File: config.mk
export PLATFORM = sky130hd
export DESIGN_NAME = key_move_ctrl
export DESIGN_NICKNAME = d
export VERILOG_FILES = /design/src/rtl/key_move_pkg.sv /design/src/rtl/ps2_scan_fsm.sv /design/src/rtl/key_move_ctrl.sv
export SDC_FILE = /design/constraint.sdc
export NUM_CORES = 1
export LEC_CHECK = 0
export ABC_CLOCK_PERIOD_IN_PS = 10200
export BUFFER_PORTS_ARGS = -buffer_cell sky130_fd_sc_hd__buf_2
export CAP_MARGIN = 10
export CORE_MARGIN = 2
export CORE_UTILIZATION = 50
export CTS_BUF_LIST = sky130_fd_sc_hd__clkbuf_4 sky130_fd_sc_hd__clkbuf_8
export CTS_CLUSTER_DIAMETER = 40
export DETAILED_ROUTE_END_ITERATION = 6
export GPL_TIMING_DRIVEN = 0
export MAX_ROUTING_LAYER = met4
export PLACE_DENSITY = 0.72
export SYNTH_ARGS = -nofsm -noshare
export SYNTH_HDL_FRONTEND = slang
export SYNTH_SLANG_ARGS = --single-unit
File: constraint.sdc
create_clock -name clk -period 10.2 [get_ports clk]
set_clock_uncertainty 0.15 [all_clocks]
set_input_delay 1.02 -clock clk [delete_from_list [all_inputs] [get_ports clk]]
set_output_delay 1.02 -clock clk [all_outputs]
set_load 0.02 [all_outputs]
File: src/rtl/key_move_pkg.sv
// key_move_pkg: PS/2 scancodes, one-hot directions, resolutions and scan FSM states.
package key_move_pkg;
  localparam logic [7:0] SC_EXT = 8'hE0;
  localparam logic [7:0] SC_BRK = 8'hF0;
  localparam logic [7:0] SC_RIGHT = 8'h23;
  localparam logic [7:0] SC_LEFT = 8'h1C;
  localparam logic [7:0] SC_DOWN = 8'h1B;
  localparam logic [7:0] SC_UP = 8'h1D;
  localparam logic [7:0] SC_X_RIGHT = 8'h74;
  localparam logic [7:0] SC_X_LEFT = 8'h6B;
  localparam logic [7:0] SC_X_DOWN = 8'h72;
  localparam logic [7:0] SC_X_UP = 8'h75;
  localparam logic [3:0] DIR_NONE = 4'b0000;
  localparam logic [3:0] DIR_RIGHT = 4'b0001;
  localparam logic [3:0] DIR_LEFT = 4'b0010;
  localparam logic [3:0] DIR_DOWN = 4'b0100;
  localparam logic [3:0] DIR_UP = 4'b1000;
  localparam logic [11:0] H_RES_0 = 12'd640;
  localparam logic [11:0] V_RES_0 = 12'd480;
  localparam logic [11:0] H_RES_1 = 12'd800;
  localparam logic [11:0] V_RES_1 = 12'd600;
  typedef enum logic [1:0] {IDLE, EXT, BRK, EXT_BRK} scan_state_t;
  function automatic logic [3:0] key_dir(input logic [7:0] key, input logic ext);
    return ext ? (key == SC_X_RIGHT ? DIR_RIGHT : key == SC_X_LEFT ? DIR_LEFT :
                  key == SC_X_DOWN ? DIR_DOWN : key == SC_X_UP ? DIR_UP : DIR_NONE)
               : (key == SC_RIGHT ? DIR_RIGHT : key == SC_LEFT ? DIR_LEFT :
                  key == SC_DOWN ? DIR_DOWN : key == SC_UP ? DIR_UP : DIR_NONE);
  endfunction
endpackage

File: src/rtl/ps2_scan_fsm.sv
// ps2_scan_fsm: make/break/extended scancode decoder owning the held-direction register.
module ps2_scan_fsm
  import key_move_pkg::*;
(
  input  logic       clk,
  input  logic       rst,
  input  logic [7:0] key,
  input  logic       new_code,
  output logic [3:0] dir
);
  scan_state_t state, state_nx;
  logic [3:0] dir_nx, code_dir;
  logic brk;
  assign brk = state == BRK || state == EXT_BRK;
  assign code_dir = key_dir(key, state == EXT || state == EXT_BRK);
  always_ff @(posedge clk or negedge rst)
    if (!rst) begin
      state <= IDLE;
      dir <= DIR_NONE;
    end else begin
      state <= state_nx;
      dir <= dir_nx;
    end
  // A break only releases the key that is currently held; prefixes decode to DIR_NONE.
  always_comb begin
    state_nx = state;
    dir_nx = dir;
    if (new_code) begin
      state_nx = brk ? IDLE : key == SC_BRK ? (state == EXT ? EXT_BRK : BRK) :
                 key == SC_EXT ? EXT : IDLE;
      dir_nx = brk ? (code_dir == dir ? DIR_NONE : dir) :
               code_dir != DIR_NONE ? code_dir : dir;
    end
  end
endmodule

File: src/rtl/key_move_ctrl.sv
// key_move_ctrl: keyboard direction, movement prescaler and wrapping block position.
// Define KEY_MOVE_FRAME_SYNC_EN to defer moves until the next frame_start.
module key_move_ctrl
  import key_move_pkg::*;
#(
  parameter int TICK_DIV = 131072,
  parameter int STEP = 1,
  parameter int BLK_W = 50,
  parameter int BLK_H = 50
) (
  input  logic        clk,
  input  logic        rst,
  input  logic        mode,
  input  logic [7:0]  key,
  input  logic        new_code,
  input  logic        frame_start,
  output logic [10:0] pos_x,
  output logic [10:0] pos_y,
  output logic [3:0]  dir,
  output logic        tick
);
  localparam int CW = $clog2(TICK_DIV);
  logic [CW-1:0] cnt;
  logic [11:0] h_res, v_res, x_max, y_max;
  logic upd;
  function automatic logic [10:0] axis_next(input logic [10:0] p, input logic [11:0] lim,
                                            input logic inc, input logic dec);
    logic [11:0] q, s;
    q = {1'b0, p};
    s = 12'(STEP);
    return q > lim ? 11'(lim) :
           inc ? (q + s > lim ? 11'd0 : 11'(q + s)) :
           dec ? (q < s ? 11'(lim) : 11'(q - s)) : p;
  endfunction
  ps2_scan_fsm u_scan (
    .clk(clk),
    .rst(rst),
    .key(key),
    .new_code(new_code),
    .dir(dir)
  );
  assign tick = cnt == CW'(TICK_DIV - 1);
  assign x_max = h_res - 12'(BLK_W);
  assign y_max = v_res - 12'(BLK_H);
`ifdef KEY_MOVE_FRAME_SYNC_EN
  logic pend;
  assign upd = (pend | tick) & frame_start;
  always_ff @(posedge clk or negedge rst)
    if (!rst) pend <= 1'b0;
    else pend <= !upd && (pend || tick);
`else
  logic unused_frame_start;
  assign unused_frame_start = frame_start;
  assign upd = tick;
`endif
  always_ff @(posedge clk or negedge rst)
    if (!rst) begin
      cnt <= '0;
      h_res <= H_RES_0;
      v_res <= V_RES_0;
      pos_x <= '0;
      pos_y <= '0;
    end else begin
      cnt <= tick ? '0 : cnt + 1'b1;
      h_res <= mode ? H_RES_1 : H_RES_0;
      v_res <= mode ? V_RES_1 : V_RES_0;
      pos_x <= axis_next(pos_x, x_max, upd & dir[0], upd & dir[1]);
      pos_y <= axis_next(pos_y, y_max, upd & dir[2], upd & dir[3]);
    end
endmodule

# Word level (Yosys, flattened, before mapping)
# Index checks and enable logic that the tools add are counted.
# word_totals
latchBits	0
ff_bits	67
mem_bits_rw	0
rom_bits	0
wordCells	76
out_inout_bits	27
memories	0
# classes
n_mux	29
n_mul	0
bitwise	4
n_eq_ne	16
n_reduce_logical	7
n_shift	0
div_mod_pow	0
n_addsub	7
n_lt_le_gt_ge	6
# op_table
cell	n
$mux W11	10
$mux W4	12
$eq A8 B7 Y1 const B	4
$add A11 B1 Y12 const B	2
$eq A8 B5 Y1 const B	3
$gt A11 B12 Y1	2
$gt A12 B12 Y1	2
$lt A11 B1 Y1 const B	2
$sub A11 B1 Y11 const B	2
$add A17 B1 Y17 const B	1
$eq A17 B17 Y1 const B	1
$mux W17	1
$eq A8 B8 Y1 const B	2
$sub A12 B6 Y12 const B	1
$sub A10 B6 Y11 const B	1
$mux W10	1
$mux W9	1
$eq A8 B6 Y1 const B	1
$reduce_bool A3 Y1	2
$and A1 B1 Y1	4
$eq A2 B2 Y1 const B	2
$eq A4 B4 Y1	1
$mux W2	2
$reduce_bool A4 Y1	1
other kinds (6)	8

# Depth between registers and ports, before layout
# logic_depth
depth_word	9
ltp_mapped	14
depth_no_buf	13

# Modules after synthesis
# Synthesis repeated with hierarchy kept, for this count alone.
# hier_totals
hier_cells	514
hier_area_um2	4185.3
# by_module_without_submodules
module	area_per_inst_um2	seq_area_each_um2	instances	cells_each
key_move_ctrl	3711.1	1027.2	1	460
ps2_scan_fsm	474.2	150.1	1	54

# Worst setup path before layout
# Ideal clock, no wire load.
# synth_timing
path_kind	reg2reg
start	register pos_y[1]
end	register pos_y[8]
path_buffers	0
period_less_slack_ns	3.561
setup_ns	0.082
path_stages_with_launch	13
slack_ns	6.639
t_arrival_ns	3.330
cell_sequence	dfrtp_1 ha_1 and4_1 nand4_1 xnor2_1 ha_1 a211oi_1 nand2_1 o32a_1 o221ai_1 a21oi_2 or4b_1 a31oi_1
# synth_via
elab_chain_len	5
# synth_lines
element	line_no	rtl
start, declared	key_move_ctrl.sv:18	output logic [10:0] pos_y,
start signal, assigned	key_move_ctrl.sv:68	pos_y <= axis_next(pos_y, y_max, upd & dir[2], upd & dir[3]);
$add A11 B1 Y12, or another cell as far along	key_move_ctrl.sv:32	inc ? (q + s > lim ? 11'd0 : 11'(q + s)) :
$gt A12 B12 Y1 / $mux W11 (equally long branches)	key_move_ctrl.sv:32, key_move_ctrl.sv:33	
$mux W11 (on tied branches)	key_move_ctrl.sv:32, key_move_ctrl.sv:33	
$mux W11	key_move_ctrl.sv:32	
$mux W11	key_move_ctrl.sv:31	return q > lim ? 11'(lim) :
# Several ways; a longest one is shown, not always the timed one. The select of a mux whose other input is x is not followed.
# A chain may end at the register's enable or synchronous reset.

# Worst setup path after layout
# layout_timing
start	register v_res[4]
end	register pos_y[8]
# layout_via
elab_chain_len	5
# layout_lines
element	line_no	rtl
start, declared	key_move_ctrl.sv:24	logic [11:0] h_res, v_res, x_max, y_max;
start signal, assigned	key_move_ctrl.sv:66	v_res <= mode ? V_RES_1 : V_RES_0;
$sub A12 B6 Y12 *	key_move_ctrl.sv:44	assign y_max = v_res - 12'(BLK_H);
$gt A12 B12 Y1 / $mux W11 (equally long branches)	key_move_ctrl.sv:32, key_move_ctrl.sv:33	
$mux W11 (on tied branches)	key_move_ctrl.sv:32, key_move_ctrl.sv:33	
$mux W11	key_move_ctrl.sv:32	
$mux W11	key_move_ctrl.sv:31	
# Every way passes the cells marked *; elsewhere a longest branch is shown, timed or not. The select of a mux whose other input is x is not followed.

==> flow_summary.json <==
{
  "outcome": "completed",
  "maxSlewViolCount": 0,
  "dp_slack_ns": 6.08,
  "first_global_vias": 3651,
  "vias": 3939,
  "post_cts_buffers": 0,
  "grt-ovfl-total": 0,
  "finalHoldViolCount": 0,
  "finalSetupViolations": 0,
  "worstSetupPathType": "reg2reg",
  "final.setup.worst_slack_ns": 6.00,
  "fmax_mhz": 238,
  "cts_buffers": 5,
  "die_area_um2": 8750,
  "wl_um": 10500,
  "fp.dieW_um": 93.5,
  "start_util_pct": 51.9,
  "yosysWarnings": 0,
  "ys_seq_area_share_pct": 29.4,
  "grt_pass1_wl_um": 17500,
  "hold_class": "reg2reg",
  "antenna_left": 0,
  "cp_max_fo": 8,
  "clock_path_buffers": 2,
  "cts.sinks": 47,
  "power.leakage_uw": 0.00215,
  "clk_root_buffer_cell": "clkbuf_8",
  "fillCellCount": 719,
  "core_area_um2": 7730,
  "grt_start_max_net_pins": 48,
  "fin_nets": 569,
  "drc": 0,
  "maxCapViolCount": 0,
  "gr-usage-all-layers_pct": 25.6,
  "syn_nets": 524,
  "yosysUniqueCellTypes": 73,
  "ctsHtreeMaxLevel": 2,
  "relSlewSlack_pct": 28.8,
  "ir_drop_v": 0.0000561,
  "yosysMostFrequentCell": "nor2_1",
  "post_synth.cell_area_avg_um2": 8.37,
  "hold_buffers": 0,
  "start_kind": "flop",
  "clkTransAtPathRegs_ns": 0.10,
  "drive_gt1_share_pct": 13.5,
  "synth-seq-cells": 47,
  "place_congestion": 0.991,
  "synth.top_cell.area_share_pct": 28.7,
  "tritoncts": "yes",
  "synthTopCellsByArea": "dfrtp_1, ha_1, nor2_1, xor2_1, nand2_1",
  "period_share_pct": 41.2,
  "arrival_ns": 4.26,
  "viasPerCell": 6.28,
  "async_flop_share_pct": 100,
  "wl_per_cell_um": 16.8,
  "num_rows": 32,
  "hpwl_um": 7850,
  "tns_ns": 0,
  "synth_cells": 479,
  "netlist_top_cells_count": "nor2_1, dfrtp_1, nand2_1",
  "drt-initial-drc-count": 214,
  "synth-edff-count": 0,
  "rsz0062_at_grt": "false",
  "crit_required_ns": 10.25,
  "antenna_found_initial": 0,
  "io_pins": 40,
  "cts_resized": 0,
  "crit_path_end_kind": "flop",
  "io_buffers": 38,
  "firstDrtPassIters": 6,
  "min_period_ns": 4.20,
  "die_y_um": 93.5,
  "worstMarginPinSlew_ns": 1.07,
  "synth.cell_area_um2": 4010,
  "clkLatencyLatePin_ns": 0.31,
  "antenna_cells": 0,
  "syn_to_final_growth_pct": 10.5,
  "yosys.area.top_type": "dfrtp_1",
  "synth_ff_type": "dfrtp_1",
  "powerDensity_nw_per_um2": 85.2
}
==> power breakdown <==
| group | switching, µW | internal, µW |
|---|---|---|
| clock | 65.0 | 61.8 |
| combinational | 32.9 | 17.0 |
| sequential | 9.26 | 191 |
| total | 107 | 270 |
==> path summary, 6_finish.rpt <==
path	startpoint	endpoint	slack (ns)	cells after the start
worst max register to register	v_res[4]	pos_y[8]	6.00	10
worst min register to register	cnt[0]	cnt[0]	0.30	1
min in group asynchronous	rst	pos_x[7]	0.76	1
worst max-delay path	v_res[4]	pos_y[8]	6.00	10
max in group asynchronous	rst	u_scan.dir[1]	8.49	1
worst min-delay path	cnt[0]	cnt[0]	0.30	1
==> layout make-up <==
class | instances | area, µm² | area share (%)
multi-input cells | 389 | 2630 | 59.4
repair buffers | 38 | 190 | 4.29
clock buffers | 7 | 96.3 | 2.18
inverters | 20 | 75.1 | 1.69
flip-flops and latches | 47 | 1180 | 26.6
well taps | 102 | 128 | 2.88
clock inverters | 1 | 7.51 | 0.169
plain buffers | 23 | 126 | 2.85
==> cells by family after synthesis <==
logic type / synth area share [%]
AND/OR/NAND/NOR: 26.7
AO/OA/AOI/OAI: 19.9
flip-flops: 29.4
buffers and inverters: 5.03
XOR/XNOR: 8.09
adder cells (fa/ha/maj): 9.99
multiplexers: 0.968
==> registers in the layout (all words and copies together) (netlist names) <==
register      count
pos_y            11
u_scan.state      2
v_res             2
cnt              17
u_scan.dir        4
pos_x            11
==> through the flow <==
stage | utilization [%] | total power (µW) | hold slack [ns] | std cells | instance area, µm²
after floorplan | - | 231 | 0.267 | 479 | 4010
after global routing | 57.3 | 395 | 0.319 | 627 | 4430
final | 57.3 | 377 | 0.303 | 627 | 4430
after CTS | 57.3 | 382 | 0.306 | 627 | 4430
after global placement | 56.0 | 252 | 0.280 | 619 | 4330
after detailed placement | 56.0 | 254 | 0.292 | 619 | 4330
==> layer usage <==
metal	track usage [%]	share of wire [%]	vias up
met3	4.11	6.7	23
met4	9.31	2.4	0
met2	38.3	46	145
met1	35.3	45	1909
met5	-	0	-
li1	-	-	1862
==> worst max-delay path, stage by stage (launching register included) <==
cell and delay (ns):
dfrtp_1 0.57, inv_1 0.28, ha_1 0.52, inv_1 0.17
ha_1 0.25, or2_2 0.28, o32a_1 0.34, o221ai_1 0.54
a21oi_2 0.21, or4b_1 0.53, a31oi_1 0.25
==> cells in the final DEF, fill, tap and decap left out, types with 5 or more instances in the layout <==
cell	instances
dfrtp_1	46
a31oi_1	6
nand3_1	22
clkbuf_8	7
xor2_1	21
inv_1	20
and4_1	5
and3_1	11
nor2_1	49
a21oi_1	30
nor3_1	9
and2_1	5
clkbuf_1	12
nand4_1	11
nand2_1	42
buf_2	43
ha_1	32
xnor2_1	16
nor4_1	7
nand2b_1	6
a21o_1	6
a211oi_1	13
o21ai_0	20
o22ai_1	8
No activity file was read; power rests on OpenSTA's default activity.
